$ cat config.mk
export PLATFORM = sky130hd
export DESIGN_NAME = lpc_sample_reader_flat
export DESIGN_NICKNAME = d
export VERILOG_FILES = /design/src/rtl/lpc_pkg.sv /design/src/rtl/lpc_sample_reader_if.sv /design/src/rtl/lpc_stream_fifo.sv /design/src/rtl/lpc_sample_reader.sv /design/src/flat_wrapper.sv
export SDC_FILE = /design/constraint.sdc
export NUM_CORES = 1
export LEC_CHECK = 0
export CAP_MARGIN = 40
export CORE_UTILIZATION = 45
export CTS_CLUSTER_DIAMETER = 80
export DETAILED_ROUTE_END_ITERATION = 10
export GPL_TIMING_DRIVEN = 0
export PLACE_DENSITY = 0.74
export RECOVER_POWER = 100
export SLEW_MARGIN = 40
export SYNTH_ARGS = -nofsm -noshare
export SYNTH_HDL_FRONTEND = slang
export SYNTH_SLANG_ARGS = --single-unit
$ cat constraint.sdc
create_clock -name clk -period 7.7 [get_ports clk]
set_clock_uncertainty 0.05 [all_clocks]
set_input_delay 2.31 -clock clk [delete_from_list [all_inputs] [get_ports clk]]
set_output_delay 2.31 -clock clk [all_outputs]
set_load 0.01 [all_outputs]
$ cat src/rtl/lpc_pkg.sv
// rtl/lpc_pkg.sv - shared constants, state encoding and helpers for the sample reader
package lpc_pkg;

    localparam int ADDR_W       = 13;
    localparam int DATA_W       = 16;
    localparam int READ_LATENCY = 1;
    localparam int FIFO_DEPTH   = 4;

    // FIFO occupancy needs one extra bit to represent "full"
    localparam int CNT_W = $clog2(FIFO_DEPTH) + 1;
    // Occupancy plus reads still in the RAM pipeline
    localparam int OCC_W = $clog2(FIFO_DEPTH + READ_LATENCY) + 1;

    typedef enum logic [1:0] {
        IDLE  = 2'd0,
        FETCH = 2'd1,
        DRAIN = 2'd2,
        DONE  = 2'd3
    } state_t;

    // Number of reads still travelling through the latency pipe
    function automatic logic [OCC_W-1:0] count_ones(input logic [READ_LATENCY-1:0] v);
        logic [OCC_W-1:0] n;
        n = '0;
        for (int i = 0; i < READ_LATENCY; i++) begin
            n = n + OCC_W'(v[i]);
        end
        return n;
    endfunction

endpackage

$ cat src/rtl/lpc_sample_reader_if.sv
// rtl/lpc_sample_reader_if.sv - control, RAM read port and stream signals of the sample reader
interface lpc_sample_reader_if;
    import lpc_pkg::*;

    logic              start;
    logic [ADDR_W-1:0] base_addr;
    logic [ADDR_W:0]   length;
    logic              busy;
    logic              done;

    logic [ADDR_W-1:0] mem_address;
    logic              mem_chipselect;
    logic              mem_clken;
    logic [DATA_W-1:0] mem_readdata;

    logic [DATA_W-1:0] src_data;
    logic              src_valid;
    logic              src_ready;
    logic              src_sop;
    logic              src_eop;

    // Reader side: drives the RAM port and the stream
    modport master (
        input  start, base_addr, length, mem_readdata, src_ready,
        output busy, done, mem_address, mem_chipselect, mem_clken,
               src_data, src_valid, src_sop, src_eop
    );

    // Environment side: software control, RAM and stream sink
    modport slave (
        output start, base_addr, length, mem_readdata, src_ready,
        input  busy, done, mem_address, mem_chipselect, mem_clken,
               src_data, src_valid, src_sop, src_eop
    );

endinterface

$ cat src/rtl/lpc_stream_fifo.sv
// rtl/lpc_stream_fifo.sv - small synchronous FIFO buffering RAM words for the stream
module lpc_stream_fifo #(
    parameter int DEPTH = 4,
    parameter int WIDTH = 16
) (
    input  logic                       clk,
    input  logic                       reset,
    input  logic                       i_push,
    input  logic [WIDTH-1:0]           i_data,
    input  logic                       i_pop,
    output logic [WIDTH-1:0]           o_head,
    output logic [$clog2(DEPTH):0]     o_count
);
    localparam int PTR_W = $clog2(DEPTH);
    localparam int CNT_W = PTR_W + 1;

    logic [WIDTH-1:0] r_mem [DEPTH];
    logic [PTR_W-1:0] r_wr_ptr;
    logic [PTR_W-1:0] r_rd_ptr;
    logic [CNT_W-1:0] r_count;
    logic             w_push;
    logic             w_pop;

    // A push into a full FIFO is only taken when a pop frees the slot in the same cycle
    assign w_pop  = i_pop && (r_count != '0);
    assign w_push = i_push && ((r_count < CNT_W'(DEPTH)) || w_pop);

    // Head reads as zero when empty so the stream data output idles at zero
    assign o_head  = (r_count != '0) ? r_mem[r_rd_ptr] : '0;
    assign o_count = r_count;

    // Storage array, written on every accepted push
    always_ff @(posedge clk) begin
        if (w_push) begin
            r_mem[r_wr_ptr] <= i_data;
        end
    end

    // Pointers and occupancy; simultaneous push and pop leave the count unchanged
    always_ff @(posedge clk or posedge reset) begin
        if (reset) begin
            r_wr_ptr <= '0;
            r_rd_ptr <= '0;
            r_count  <= '0;
        end else begin
            if (w_push) r_wr_ptr <= r_wr_ptr + PTR_W'(1);
            if (w_pop)  r_rd_ptr <= r_rd_ptr + PTR_W'(1);
            case ({w_push, w_pop})
                2'b10:   r_count <= r_count + CNT_W'(1);
                2'b01:   r_count <= r_count - CNT_W'(1);
                default: r_count <= r_count;
            endcase
        end
    end

endmodule

$ cat src/rtl/lpc_sample_reader.sv
// rtl/lpc_sample_reader.sv - reads a frame from the sample RAM and streams it with sop/eop framing
module lpc_sample_reader
    import lpc_pkg::*;
(
    input  logic                 clk,
    input  logic                 reset,
    lpc_sample_reader_if.master  bus
);
    state_t                  r_state;
    state_t                  w_state_next;
    logic [ADDR_W-1:0]       r_addr;
    logic [ADDR_W:0]         r_issue_left;
    logic [ADDR_W:0]         r_len;
    logic [ADDR_W:0]         r_beat;
    logic [READ_LATENCY-1:0] r_pipe;
    logic                    r_clken;

    logic [CNT_W-1:0]        w_fifo_count;
    logic [DATA_W-1:0]       w_head;
    logic [OCC_W-1:0]        w_occ;
    logic                    w_issue;
    logic                    w_push;
    logic                    w_pop;
    logic                    w_valid;
    logic                    w_start_ok;
    logic                    w_last_beat;

    // Reads are only issued when every outstanding word has a guaranteed FIFO slot
    assign w_occ       = OCC_W'(w_fifo_count) + count_ones(r_pipe);
    assign w_issue     = (r_state == FETCH) && (w_occ < OCC_W'(FIFO_DEPTH));
    assign w_push      = r_pipe[READ_LATENCY-1];
    assign w_valid     = (w_fifo_count != '0);
    assign w_pop       = w_valid && bus.src_ready;
    assign w_start_ok  = bus.start && (r_state == IDLE);
    assign w_last_beat = (r_beat == (r_len - (ADDR_W+1)'(1)));

    lpc_stream_fifo #(
        .DEPTH (FIFO_DEPTH),
        .WIDTH (DATA_W)
    ) u_fifo (
        .clk     (clk),
        .reset   (reset),
        .i_push  (w_push),
        .i_data  (bus.mem_readdata),
        .i_pop   (w_pop),
        .o_head  (w_head),
        .o_count (w_fifo_count)
    );

    // State register
    always_ff @(posedge clk or posedge reset) begin
        if (reset) r_state <= IDLE;
        else       r_state <= w_state_next;
    end

    // Next-state: a zero-length start goes straight to DONE without touching the RAM
    always_comb begin
        w_state_next = r_state;
        case (r_state)
            IDLE:  if (bus.start) w_state_next = (bus.length == '0) ? DONE : FETCH;
            FETCH: if (w_issue && (r_issue_left == (ADDR_W+1)'(1))) w_state_next = DRAIN;
            DRAIN: if (w_pop && w_last_beat) w_state_next = DONE;
            DONE:  w_state_next = IDLE;
            default: w_state_next = IDLE;
        endcase
    end

    // Outputs: status from state, stream straight from the FIFO head
    always_comb begin
        bus.busy           = (r_state != IDLE);
        bus.done           = (r_state == DONE);
        bus.mem_address    = r_addr;
        bus.mem_chipselect = w_issue;
        bus.mem_clken      = r_clken;
        bus.src_data       = w_head;
        bus.src_valid      = w_valid;
        bus.src_sop        = w_valid && (r_beat == '0);
        bus.src_eop        = w_valid && w_last_beat;
    end

    // Frame parameters, address and issue/beat counters; address wraps modulo the RAM size
    always_ff @(posedge clk or posedge reset) begin
        if (reset) begin
            r_addr       <= '0;
            r_issue_left <= '0;
            r_len        <= '0;
            r_beat       <= '0;
            r_clken      <= 1'b0;
        end else begin
            r_clken <= 1'b1;
            if (w_start_ok) begin
                r_addr       <= bus.base_addr;
                r_issue_left <= bus.length;
                r_len        <= bus.length;
                r_beat       <= '0;
            end else begin
                if (w_issue) begin
                    r_addr       <= r_addr + ADDR_W'(1);
                    r_issue_left <= r_issue_left - (ADDR_W+1)'(1);
                end
                if (w_pop) begin
                    r_beat <= r_beat + (ADDR_W+1)'(1);
                end
            end
        end
    end

    generate
        if (READ_LATENCY == 1) begin : g_pipe1
            // Marks the cycle in which RAM readdata belongs to an issued read
            always_ff @(posedge clk or posedge reset) begin
                if (reset) r_pipe <= '0;
                else       r_pipe <= w_issue;
            end
        end else begin : g_pipen
            // Shift register tracking issued reads until their data is valid
            always_ff @(posedge clk or posedge reset) begin
                if (reset) r_pipe <= '0;
                else       r_pipe <= {r_pipe[READ_LATENCY-2:0], w_issue};
            end
        end
    endgenerate

endmodule

$ cat src/flat_wrapper.sv
// flat-port wrapper written by rule: the top's interface ports become plain ports
module lpc_sample_reader_flat import lpc_pkg::*;
  (clk, reset, bus_start, bus_base_addr, bus_length, bus_mem_readdata, bus_src_ready, bus_busy, bus_done, bus_mem_address, bus_mem_chipselect, bus_mem_clken, bus_src_data, bus_src_valid, bus_src_sop, bus_src_eop);
  lpc_sample_reader_if bus_i ();
  input  logic clk;
  input  logic reset;
  input wire logic [$bits(bus_i.start)-1:0] bus_start;
  input wire logic [$bits(bus_i.base_addr)-1:0] bus_base_addr;
  input wire logic [$bits(bus_i.length)-1:0] bus_length;
  input wire logic [$bits(bus_i.mem_readdata)-1:0] bus_mem_readdata;
  input wire logic [$bits(bus_i.src_ready)-1:0] bus_src_ready;
  output wire logic [$bits(bus_i.busy)-1:0] bus_busy;
  output wire logic [$bits(bus_i.done)-1:0] bus_done;
  output wire logic [$bits(bus_i.mem_address)-1:0] bus_mem_address;
  output wire logic [$bits(bus_i.mem_chipselect)-1:0] bus_mem_chipselect;
  output wire logic [$bits(bus_i.mem_clken)-1:0] bus_mem_clken;
  output wire logic [$bits(bus_i.src_data)-1:0] bus_src_data;
  output wire logic [$bits(bus_i.src_valid)-1:0] bus_src_valid;
  output wire logic [$bits(bus_i.src_sop)-1:0] bus_src_sop;
  output wire logic [$bits(bus_i.src_eop)-1:0] bus_src_eop;
  assign bus_i.start = bus_start;
  assign bus_i.base_addr = bus_base_addr;
  assign bus_i.length = bus_length;
  assign bus_i.mem_readdata = bus_mem_readdata;
  assign bus_i.src_ready = bus_src_ready;
  assign bus_busy = bus_i.busy;
  assign bus_done = bus_i.done;
  assign bus_mem_address = bus_i.mem_address;
  assign bus_mem_chipselect = bus_i.mem_chipselect;
  assign bus_mem_clken = bus_i.mem_clken;
  assign bus_src_data = bus_i.src_data;
  assign bus_src_valid = bus_i.src_valid;
  assign bus_src_sop = bus_i.src_sop;
  assign bus_src_eop = bus_i.src_eop;
  lpc_sample_reader u_core (.clk(clk), .reset(reset), .bus(bus_i));
endmodule
==> impl_metrics.json <==
{
  "status": "finished, violations left",
  "failed_checks": "max-capacitance violations, max-slew violations",
  "peakVddDrop_mv": 0.192,
  "dp_slack_ps": 2440,
  "fin_crit_sh": 0.790,
  "antenna_cells": 0,
  "cap_violations": 2,
  "path_buf_inv": 2,
  "seq_power_share": 0.352,
  "cts_tree": "built",
  "viasPerCell": 5.40,
  "synthDistinctLibCells": 51,
  "clk_pin_slew_worst_paths_ps": 50,
  "max_slew.worst_pin.slew_ps": 1660,
  "post_cts_buffers": 0,
  "antenna_left": 0,
  "p_leak_nw": 3.00,
  "die-height_um": 120,
  "dp_hpwl_um": 9670,
  "clk_latency_ps": 420,
  "routed_wl_um": 13600,
  "crit_path_end": "bus_src_eop",
  "layout_commonest_cell": "nand2_1",
  "avgSynthCellArea_sq_um": 11.8,
  "rsz0062_at_grt": "false",
  "critical_path_cell_count": 8,
  "pwr-share-clk": 0.266,
  "fin_nets": 694,
  "hp-class": "reg2reg",
  "initial_core_util": 0.466,
  "reg2regPathDepth": 9,
  "grt-ovfl-total": 0,
  "p_sw_mw": 1.05,
  "grt_pass1_vias": 4510,
  "slowest_stage": "nor4b_1",
  "setup_tns_ps": 0,
  "ys_ff_latch": 130,
  "final_area_sq_um": 7850,
  "vias": 4423,
  "antenna_found_initial": 0,
  "grt_max_degree": 38,
  "worstSetupPathType": "reg2out",
  "critPathLaunchType": "register",
  "cts.sinks": 130,
  "yosys_most_used_dff": "dfrtp_1",
  "layout_setup_ws_ps": 1620,
  "fin_crit_ps": 6080,
  "p_sw_frac": 0.347,
  "first_pass_iters": 5,
  "p_int_mw": 1.98,
  "cp_cell_sequence": "inv_1 > ha_1 > nor4b_1 > and3_1 > o22ai_1 > nand4bb_1 > nor4_1 > clkdlybuf4s50_1",
  "wl_per_cell_um": 16.6,
  "synth_cells": 527,
  "final_layout_size_suffix_gt1_frac": 0.0824,
  "finalSetupViolations": 0,
  "dieArea_sq_um": 14300,
  "multiInputGateArea_sq_um": 2450,
  "crit_start": "u_core.r_len[0]",
  "slew_headroom": -0.114,
  "crit_path_max_incr_delay_ps": 790,
  "synth_async_sr_flop_share": 0.508,
  "r2r-start": "u_core.r_len[0]",
  "rows": 42,
  "root_buffer": "clkbuf_16",
  "place_congestion": 0.846,
  "cp.arrival_ps": 3720,
  "seqCellArea_sq_um": 3570,
  "die_w_um": 120,
  "holdPathStages": 2,
  "grt_pass1_wl_um": 22300,
  "worstPathRequired_ps": 5340,
  "track_usage": 0.205,
  "syn-cell-area_sq_um": 6220,
  "ios": 83,
  "fp.coreArea_sq_um": 13300,
  "finish.utilization": 0.588,
  "fmax_mhz": 164,
  "rrSetupSlack_ps": 4600,
  "placed_cells_incl_taps": 787,
  "dpl_cell_area_sq_um": 7300,
  "cp_max_fo": 5,
  "synthesis.nets": 591,
  "p_comb_frac": 0.382,
  "postCtsResizedCells": 0,
  "cp-end-kind": "output pin",
  "yosysWarningCount": 0,
  "drt_iter0_markers": 283,
  "finalHoldViolCount": 0,
  "cts.htree.levels": 4,
  "final_cell_mix": "nand2_1, dfrtp_1, edfxtp_1",
  "instances_no_fill": 819,
  "seq_area_frac_synth": 0.574,
  "port_buffers": 82,
  "route.detailed.drc": 0,
  "cts-hold-fix-buffers": 0,
  "syn_to_final_growth_pct": 26.2,
  "drv_slew": 69,
  "timing.rr.end": "u_core.r_state[0]",
  "cts-buffers-inserted": 17,
  "cpLargestDelayFamily": "simple AND/OR/NAND/NOR gates",
  "fillers": 1103,
  "clockBufferDepth": 2,
  "synth_edf_count": 64,
  "power_density_nw_per_um2": 385
}
## area by class of cell
type / instances / area share
clock buffers: 23 / 0.0583
clock inverters: 9 / 0.0167
repair buffers: 84 / 0.106
plain buffers: 22 / 0.0118
inverters: 24 / 0.0116
flip-flops and latches: 130 / 0.455
well taps: 176 / 0.0281
multi-input cells: 351 / 0.312
## sequential cells by signal (all words and copies together) (netlist names), 2 cells and up
| name | count |
|---|---|
| u_core.bus.mem_address | 13 |
| u_core.r_beat | 14 |
| u_core.r_issue_left | 14 |
| u_core.r_len | 14 |
| u_core.r_state | 2 |
| u_core.u_fifo.o_count | 3 |
| u_core.u_fifo.r_mem | 64 |
| u_core.u_fifo.r_rd_ptr | 2 |
| u_core.u_fifo.r_wr_ptr | 2 |
## cell families after synthesis
logic type,share of synthesized area
buffers and inverters,0.0296
AOI/OAI and AO/OA,0.0656
DFF,0.574
other,0.000603
muxes,0.0595
adders and majority gates,0.0354
and+or+nand+nor,0.156
xor gates and xnor gates,0.0788
## worst reg2reg max path, cell delays in order (launching register included)
cell,delay (ps)
dfrtp_1,440
inv_1,110
ha_1,260
nor4b_1,790
and3_1,290
o22ai_1,80
nand4bb_1,250
o41ai_1,390
nand2_1,150
a22oi_1,210
## cells in the mapped netlist (3+ instances only)
library cell,number,area share
nand2_1,78,0.047
dfrtp_1,66,0.27
edfxtp_1,64,0.31
o21ai_0,34,0.027
xnor2_1,31,0.044
nor2_1,26,0.016
xor2_1,25,0.035
inv_1,22,0.013
nor2b_1,20,0.020
clkbuf_1,17,0.010
ha_1,16,0.032
mux4_2,16,0.058
nor3_1,12,0.0097
nor4_1,11,0.011
nand3_1,10,0.0080
nand4_1,8,0.0080
a21oi_1,7,0.0056
a31oi_1,7,0.0070
and2_1,6,0.0060
and3_1,5,0.0050
or3_1,4,0.0040
buf_2,3,0.0024
## per-stage QoR
stage	total power, mW	hold slack (ps)
2_1_floorplan	1.80	416
3_3_place_gp	2.22	437
3_5_place_dp	2.28	435
4_1_cts	3.09	456
5_1_grt	3.19	466
6_report	3.02	457
## layer usage
metal / vias to the layer above / share of wire / global-route usage
li1: 2077 / - / -
met1: 2213 / 0.44 / 0.262
met2: 114 / 0.50 / 0.333
met3: 19 / 0.042 / 0.0456
met5: - / 0 / 0
met4: 0 / 0.016 / 0.0922
## power by group through the flow
| stage | registers [mW] | logic, mW | clock network (mW) |
|---|---|---|---|
| after floorplan | 1.06 | 0.746 | 0 |
| after global placement | 1.06 | 1.16 | 0 |
| after detailed placement | 1.08 | 1.20 | 0 |
| after CTS | 1.07 | 1.21 | 0.813 |
| after global routing | 1.09 | 1.27 | 0.838 |
| final | 1.06 | 1.16 | 0.803 |
## worst min path at each step
stage	start	endpoint	slack (ps)
detailed placement	u_core.r_len[13]	u_core.r_len[13]	430
finish	u_core.r_len[13]	u_core.r_len[13]	460
global route	u_core.r_len[13]	u_core.r_len[13]	470
global placement	u_core.r_len[13]	u_core.r_len[13]	440
floorplan	u_core.r_len[13]	u_core.r_len[13]	420
CTS	u_core.r_len[13]	u_core.r_len[13]	460
(Power assumes the default switching activity.)
